[src/rtl/conv_pkg.sv]
// rtl/conv_pkg.sv - shared FSM state, clamp width and kernel-select encoding for the 3x3 Laplacian scheduler
package conv_pkg;

    typedef enum logic [1:0] {
        ST_IDLE   = 2'd0,
        ST_STREAM = 2'd1,
        ST_FLUSH  = 2'd2
    } state_e;

    // Headroom bits above PIX_W so that +/-8*max fits in a signed accumulator
    localparam int CLAMP_EXTRA_W = 5;

    typedef enum logic {
        KSEL_8N = 1'b0,
        KSEL_4N = 1'b1
    } ksel_e;

endpackage

[src/rtl/laplacian_kernel_core.sv]
// rtl/laplacian_kernel_core.sv - combinational 3x3 Laplacian (8- or 4-neighbour) with clamp to PIX_W
module laplacian_kernel_core
    import conv_pkg::*;
#(
    parameter int PIX_W = 8
) (
    input  logic [2:0][2:0][PIX_W-1:0] win,
    input  ksel_e                      kernel_sel,
    output logic [PIX_W-1:0]           result
);

    localparam int SW = PIX_W + CLAMP_EXTRA_W;
    localparam logic signed [SW-1:0] PIX_MAX = {{CLAMP_EXTRA_W{1'b0}}, {PIX_W{1'b1}}};

    function automatic logic signed [SW-1:0] ext(input logic [PIX_W-1:0] p);
        return $signed({{CLAMP_EXTRA_W{1'b0}}, p});
    endfunction

    logic signed [SW-1:0] cross_sum;
    logic signed [SW-1:0] diag_sum;
    logic signed [SW-1:0] centre;
    logic signed [SW-1:0] acc;

    // win[row][col]: row 0 is the oldest line, col 2 the newest column
    always_comb begin
        cross_sum = ext(win[0][1]) + ext(win[2][1]) + ext(win[1][0]) + ext(win[1][2]);
        diag_sum  = ext(win[0][0]) + ext(win[0][2]) + ext(win[2][0]) + ext(win[2][2]);
        centre    = ext(win[1][1]);
        if (kernel_sel == KSEL_4N) begin
            acc = cross_sum - (centre <<< 2);
        end else begin
            acc = cross_sum + diag_sum - (centre <<< 3);
        end
        result = '0;
        if (acc[SW-1]) begin
            result = '0;
        end else if (acc > PIX_MAX) begin
            result = '1;
        end else begin
            result = acc[PIX_W-1:0];
        end
    end

endmodule

[src/rtl/conv3x3_frame_scheduler.sv]
// rtl/conv3x3_frame_scheduler.sv - raster pixel scheduler: line buffers, 3x3 window, FSM, registered result
// LAPLACIAN_SEL_EN adds the kernel_sel input (0 = 8-neighbour, 1 = 4-neighbour).
module conv3x3_frame_scheduler
    import conv_pkg::*;
#(
    parameter int IMG_W = 64,
    parameter int IMG_H = 64,
    parameter int PIX_W = 8
) (
    input  logic             clk,
    input  logic             rst,
    input  logic             start,
    output logic             busy,
    input  logic [PIX_W-1:0] in_pixel,
    input  logic             in_valid,
    output logic             in_ready,
    output logic [PIX_W-1:0] out_pixel,
    output logic             out_valid,
    input  logic             out_ready,
    output logic             frame_done
`ifdef LAPLACIAN_SEL_EN
    ,
    input  logic             kernel_sel
`endif
);

    localparam int CW = (IMG_W > 1) ? $clog2(IMG_W) : 1;
    localparam int RW = (IMG_H > 1) ? $clog2(IMG_H) : 1;
    localparam logic [CW-1:0] COL_LAST = CW'(IMG_W - 1);
    localparam logic [RW-1:0] ROW_LAST = RW'(IMG_H - 1);

    state_e                     state_q, state_d;
    logic [CW-1:0]              col_q, col_d;
    logic [RW-1:0]              row_q, row_d;
    logic [2:0][2:0][PIX_W-1:0] win_q, win_d;
    logic                       out_valid_q, out_valid_d;
    logic [PIX_W-1:0]           out_pixel_q, out_pixel_d;
    logic                       frame_done_q, frame_done_d;

    logic [PIX_W-1:0] lb0_q [IMG_W];
    logic [PIX_W-1:0] lb1_q [IMG_W];

    logic             accept;
    logic             out_fire;
    logic             interior;
    logic             last_pix;
    ksel_e            ksel;
    logic [PIX_W-1:0] kern_res;

`ifdef LAPLACIAN_SEL_EN
    assign ksel = ksel_e'(kernel_sel);
`else
    assign ksel = KSEL_8N;
`endif

    assign in_ready   = (state_q == ST_STREAM) && (!out_valid_q || out_ready);
    assign accept     = in_valid && in_ready;
    assign out_fire   = out_valid_q && out_ready;
    assign interior   = (row_q >= RW'(2)) && (col_q >= CW'(2));
    assign last_pix   = (row_q == ROW_LAST) && (col_q == COL_LAST);
    assign busy       = (state_q != ST_IDLE);
    assign out_valid  = out_valid_q;
    assign out_pixel  = out_pixel_q;
    assign frame_done = frame_done_q;

    // Kernel sees the post-shift window so the result lands on the accepting edge
    always_comb begin
        win_d = win_q;
        if (state_q == ST_IDLE && start) begin
            win_d = '0;
        end else if (accept) begin
            for (int r = 0; r < 3; r++) begin
                win_d[r][0] = win_q[r][1];
                win_d[r][1] = win_q[r][2];
            end
            win_d[0][2] = lb1_q[col_q];
            win_d[1][2] = lb0_q[col_q];
            win_d[2][2] = in_pixel;
        end
    end

    laplacian_kernel_core #(
        .PIX_W(PIX_W)
    ) u_core (
        .win       (win_d),
        .kernel_sel(ksel),
        .result    (kern_res)
    );

    always_comb begin
        state_d      = state_q;
        col_d        = col_q;
        row_d        = row_q;
        frame_done_d = 1'b0;
        out_valid_d  = out_valid_q && !out_fire;
        out_pixel_d  = out_pixel_q;
        case (state_q)
            ST_IDLE: begin
                if (start) begin
                    state_d = ST_STREAM;
                    col_d   = '0;
                    row_d   = '0;
                end
            end
            ST_STREAM: begin
                if (accept) begin
                    if (last_pix) begin
                        state_d = ST_FLUSH;
                        col_d   = '0;
                        row_d   = '0;
                    end else if (col_q == COL_LAST) begin
                        col_d = '0;
                        row_d = row_q + RW'(1);
                    end else begin
                        col_d = col_q + CW'(1);
                    end
                end
            end
            ST_FLUSH: begin
                if (out_fire) begin
                    state_d      = ST_IDLE;
                    frame_done_d = 1'b1;
                end
            end
            default: state_d = ST_IDLE;
        endcase
        if (accept && interior) begin
            out_valid_d = 1'b1;
            out_pixel_d = kern_res;
        end
    end

    always_ff @(posedge clk) begin
        if (rst) begin
            state_q      <= ST_IDLE;
            col_q        <= '0;
            row_q        <= '0;
            win_q        <= '0;
            out_valid_q  <= 1'b0;
            out_pixel_q  <= '0;
            frame_done_q <= 1'b0;
        end else begin
            state_q      <= state_d;
            col_q        <= col_d;
            row_q        <= row_d;
            win_q        <= win_d;
            out_valid_q  <= out_valid_d;
            out_pixel_q  <= out_pixel_d;
            frame_done_q <= frame_done_d;
        end
    end

    // Line buffers hold only pixel history and need no reset
    always_ff @(posedge clk) begin
        if (accept) begin
            lb1_q[col_q] <= lb0_q[col_q];
            lb0_q[col_q] <= in_pixel;
        end
    end

endmodule

[config.mk]
export PLATFORM = sky130hd
export DESIGN_NAME = conv3x3_frame_scheduler
export DESIGN_NICKNAME = d
export VERILOG_FILES = /design/src/rtl/conv_pkg.sv /design/src/rtl/laplacian_kernel_core.sv /design/src/rtl/conv3x3_frame_scheduler.sv
export SDC_FILE = /design/constraint.sdc
export NUM_CORES = 1
export LEC_CHECK = 0
export CAP_MARGIN = 10
export CELL_PAD_IN_SITES_DETAIL_PLACEMENT = 0
export CELL_PAD_IN_SITES_GLOBAL_PLACEMENT = 2
export CORE_MARGIN = 2
export CORE_UTILIZATION = 53
export CTS_CLUSTER_DIAMETER = 60
export DETAILED_ROUTE_END_ITERATION = 6
export PLACE_DENSITY = 0.88
export SYNTH_ARGS = -nofsm -noshare
export SYNTH_HDL_FRONTEND = slang
export SYNTH_SLANG_ARGS = --single-unit
[constraint.sdc]
create_clock -name clk -period 13.75 [get_ports clk]
set_clock_uncertainty 0.2 [all_clocks]
set_input_delay 2.0625 -clock clk [delete_from_list [all_inputs] [get_ports clk]]
set_output_delay 2.0625 -clock clk [all_outputs]
set_load 0.02 [all_outputs]
# Word-level counts from Yosys, hierarchy flattened
# Memories as Yosys holds them, arrays and structs flattened. A register that Yosys moved wholly into a read port is not among the register bits.
# Cells that the tools add are included.
[word_totals]
regBits = 96
ramBits = 1024
output_inout_bits = 12
wordCells = 84
mem_count = 2
[mem_list]
columns = ["memory", "words", "width", "rd", "rd_clocked_by_memory_dff", "wr", "line_no", "source"]
rows = [
  ["lb0_q", 64, 8, 1, 1, 1, "conv3x3_frame_scheduler.sv:40", "logic [PIX_W-1:0] lb0_q [IMG_W];"],
  ["lb1_q", 64, 8, 1, 1, 1, "conv3x3_frame_scheduler.sv:41", "logic [PIX_W-1:0] lb1_q [IMG_W];"],
]
[classes]
n_addsub = 10
magnitude_cmp = 3
eq_ne = 9
n_mux = 26
bitwise = 1
n_reduce_logical = 18
[ops]
columns = ["cell", "n"]
rows = [
  ["$mux W72", 2],
  ["$mux W6", 11],
  ["$add A13 B9 Y13", 4],
  ["$pmux W6 S2", 2],
  ["$add A8 B8 Y9", 2],
  ["$mux W8", 2],
  ["$add A13 B13 Y13", 1],
  ["$gt A13 B9 Y1 const B", 1],
  ["$sub A13 B12 Y13", 1],
  ["$add A6 B1 Y6 const B", 2],
  ["$eq A6 B6 Y1 const B", 2],
  ["$ge A6 B2 Y1 const B", 2],
  ["$logic_and A1 B1 Y1", 8],
  ["$mux W2", 4],
  ["$ne A2 B2 Y1 const B", 4],
  ["$reduce_and A4 Y1", 2],
  ["$pmux W2 S3", 1],
  ["$mux W1", 4],
  ["$reduce_bool A2 Y1", 2],
  ["$ne A3 B2 Y1 const B", 1],
  ["$reduce_and A3 Y1", 1],
  ["$eq A2 B1 Y1 const B", 1],
  ["$eq A2 B2 Y1 const B", 1],
  ["$logic_not A1 Y1", 2],
  ["4 further kinds", 4],
]

# Longest topological paths before layout
[logic_depth]
ltp_word = 14
ltp_mapped = 36

# Hierarchy
# A second synthesis with hierarchy kept.
[unflattened]
hier_cells = 2787
area_unflattened_um2 = 46870.0
[modules_own_cells]
columns = ["module", "n_inst", "cells_each", "area_each_um2", "seq_area_each_um2"]
rows = [
  ["conv3x3_frame_scheduler", 1, 2468, 44154.8, 32791.4],
  ["laplacian_kernel_core", 1, 319, 2715.1, 0.0],
]

# Least setup slack after synthesis
# OpenSTA, ideal clock, no wires.
[synth_timing]
kind = "input to register"
start = "in out_ready"
end = "reg out_pixel_q[0], in the netlist out_pixel[0]"
arrival_ns = 8.616
slack_ns = 4.815
path_stages = 28
n_path_buf = 2
cell_sequence = "nand2b_1 and2_1 nand2_1 buf_2 buf_1 mux2i_1 nor2_1 ha_1 fa_1 a21o_1 a21oi_1 o21bai_1 a21oi_1 xor2_1 fa_1 fa_1 inv_1 fa_1 inv_1 fa_1 inv_1 ha_1 or3_1 o22a_1 o31ai_1 xnor2_1 o2111ai_1 o221a_2"
[synth_lines]
columns = ["element", "line_no", "source"]
rows = [
  ["start, declared", "conv3x3_frame_scheduler.sv:19", "input logic out_ready,"],
  ["end signal, assigned", "conv3x3_frame_scheduler.sv:148", "out_pixel_q <= out_pixel_d;"],
  ["end, declared", "conv3x3_frame_scheduler.sv:37", "logic [PIX_W-1:0] out_pixel_q, out_pixel_d;"],
]

==> impl_metrics.json <==
{
  "cpMostUsedCell": "fa_1",
  "vias": 23610,
  "yosysSeqAreaShare_pct": 71.83,
  "synth.cell_area_sq_um": 45650,
  "multi_input_area_sq_um": 12000,
  "clk_pin_slew_ps": 60,
  "max_clock_freq_mhz": 107.7,
  "clock_sinks": 1126,
  "wl_met1_microns": 42820,
  "synth_edf_count": 1024,
  "layout_commonest_cell": "edfxtp_1",
  "io_pins": 25,
  "min_period_ps": 9287,
  "setup.worst_path.start_class": "input port",
  "synth_area_per_cell_sq_um": 18.62,
  "hold_path_class": "reg -> reg",
  "grt_pass1_vias": 23644,
  "rsz0062_at_grt": "false",
  "critPathCaptureType": "flip-flop",
  "syn-num-nets": 2547,
  "first_iter_violations": 2773,
  "worst_slew_pin_slew_ps": 1020,
  "cts_tree": "built",
  "core_area_sq_um": 85280,
  "cp_max_fo": 35,
  "seq_area_sq_um": 32800,
  "critPathMaxStageDelay_ps": 580,
  "grt_max_degree": 123,
  "final_nets": 2650,
  "synth_top_area_cell": "edfxtp_1",
  "cts_max_level": 3,
  "slew_headroom_pct": 31.79,
  "mostFrequentLayoutCells": "edfxtp_1 (1024), mux4_2 (264), nor2_1 (187)",
  "cts_setup_buffers": 0,
  "syn-instance-count": 2452,
  "arrival_ps": 9630,
  "numPortBuffers": 24,
  "hold_violations": 0,
  "highest_layer": "met4",
  "grt_usage_pct": 24.35,
  "clock_latency_ps": 690,
  "crit_required_ps": 14100,
  "status": "finished, final reports clean",
  "antenna_found_initial": 0,
  "wl_per_cell_microns": 28.26,
  "place.gp.congestion": 0.8396,
  "wl_met3_microns": 8850,
  "grt-ovfl-total": 0,
  "path_class": "in -> reg",
  "p_leak_uw": 0.01629,
  "synthFlopType": "edfxtp_1",
  "n_antenna_cell": 0,
  "cts_resized": 0,
  "clockBufferDepth": 3,
  "die_h_microns": 297.5,
  "drc": 0,
  "cap_viol_max_count": 0,
  "area_delta_synth_final_pct": 11.60,
  "wl_met2_microns": 52110,
  "slew_viol_final": 0,
  "cts-root-buf": "clkbuf_16",
  "synth_top_area_share_pct": 67.36,
  "pre_cts_slack_ps": 3777,
  "routed_wl_microns": 106900,
  "layout_setup_ws_ps": 4463,
  "numCtsBuffers": 108,
  "ant_nets": 0,
  "async_flop_share_pct": 0,
  "postCtsHoldBufs": 0,
  "num_rows": 107,
  "fillers": 6024,
  "via_per_inst": 6.239,
  "synth.distinct_cells": 57,
  "setup_viol": 0,
  "ys_ff_latch": 1126,
  "drt-pass1-iter-count": 5,
  "cellPowerDensity_nw_per_um2": 139.9,
  "fp.dieW_microns": 297.5,
  "period_share_pct": 67.54,
  "synth.yosys.warnings": 0,
  "tns_ps": 0,
  "start_util_pct": 53.53,
  "slowest_stage": "and3_4",
  "grt_pass1_wl_microns": 157900,
  "drive_gt1_share_pct": 22.39,
  "synthTopCellsByArea": "edfxtp_1 (67%), mux4_2 (13%), dfxtp_1 (4.5%)",
  "irDropWorstVdd_uv": 99.08,
  "hpwlAfterDp_microns": 62520,
  "die_area_sq_um": 88500
}
-- layer usage --
layer | global-route usage, % | vias to the layer above
met4 | 8.189 | 0
li1 | - | 9988
met1 | 34.16 | 12397
met5 | 0 | -
met3 | 4.346 | 185
met2 | 39.05 | 1040
-- worst paths after layout --
check | start | end | slack (ps) | cells after the start
setup / recovery | out_ready | out_pixel[3]$_SDFFE_PP0P_ | 4460 | 28
hold / removal | win_q[21]$_SDFF_PP0_ | win_q[21]$_SDFF_PP0_ | 280 | 2
hold reg to reg | win_q[21]$_SDFF_PP0_ | win_q[21]$_SDFF_PP0_ | 280 | 2
setup reg to reg | flip-flop | out_pixel[3]$_SDFFE_PP0P_ | 4730 | 31
-- cell usage after synthesis (all sizes together) (3+ instances only) --
| cell | n |
|---|---|
| a211oi | 4 |
| a21o | 22 |
| a21oi | 52 |
| a221oi | 4 |
| a22oi | 49 |
| and2 | 4 |
| and3 | 3 |
| buf | 73 |
| clkbuf | 61 |
| dfxtp | 102 |
| edfxtp | 1024 |
| fa | 39 |
| ha | 43 |
| inv | 74 |
| mux2 | 16 |
| mux2i | 70 |
| mux4 | 264 |
| nand2 | 84 |
| nand2b | 14 |
| nand3 | 18 |
| nand3b | 8 |
| nand4b | 3 |
| nor2 | 189 |
| nor2b | 12 |
| nor3 | 64 |
| nor4 | 6 |
| o21a | 4 |
| o21ai | 16 |
| o21bai | 4 |
| o221a | 8 |
| o22ai | 44 |
| o32ai | 8 |
| or2 | 14 |
| or3 | 6 |
| or3b | 3 |
| or4 | 3 |
| xnor2 | 16 |
| xor2 | 8 |
-- per-stage QoR --
step | total power (uW) | hold WS [ps] | cell area, sq um | std cells | utilization, %
floorplan | 4182 | 248.9 | 45650 | 2452 | -
global placement | 4310 | 259.4 | 47520 | 3589 | 55.73
finish | 7126 | 280.6 | 50950 | 3784 | 59.74
global route | 7345 | 299.8 | 50950 | 3784 | 59.74
detailed placement | 4324 | 270.9 | 47520 | 3589 | 55.73
CTS | 7176 | 277.8 | 50950 | 3784 | 59.74
-- kinds of logic (layout without fill, tap and decap cells) --
kind of cell | after synthesis | after routing | share of synthesized area, %
DFF | 1126 | 1126 | 71.83
and+or+nand+nor | 435 | 435 | 4.330
muxes | 350 | 350 | 14.95
AOI/OAI and AO/OA | 226 | 226 | 3.390
buffers and inverters | 209 | 397 | 2.149
adders and majority gates | 82 | 82 | 2.889
xor gates and xnor gates | 24 | 24 | 0.4604
-- area by class of cell --
type,count,area share (%)
clock buffer,128,5.575
clock inverter,67,1.152
inverter,75,0.5525
multi-input combinational,1117,23.55
sequential,1126,64.38
tap,1144,2.809
timing repair buffer,127,1.974
-- state kept, by name, indices dropped and copies added (netlist names), named ones only --
register and flops:
state_q 2, lb0_q 512, row_q 6, out_valid 1, out_pixel 8, lb1_q 512, col_q 6, frame_done 1
win_q 72
-- report_power, final --
group	internal, uW	switching [uW]	total, uW
Combinational	184	289	473
Sequential	3760	10.8	3780
Clock	1640	1240	2880
-- critical path, delay by kind of cell --
family	cells	cell delay, ps
AO/OA/AOI/OAI	10	2440
adder cells (fa/ha/maj)	6	2380
AND/OR/NAND/NOR	6	1740
buffers and inverters	4	620
XOR/XNOR	2	330
No activity file was read; power rests on OpenSTA's default activity.
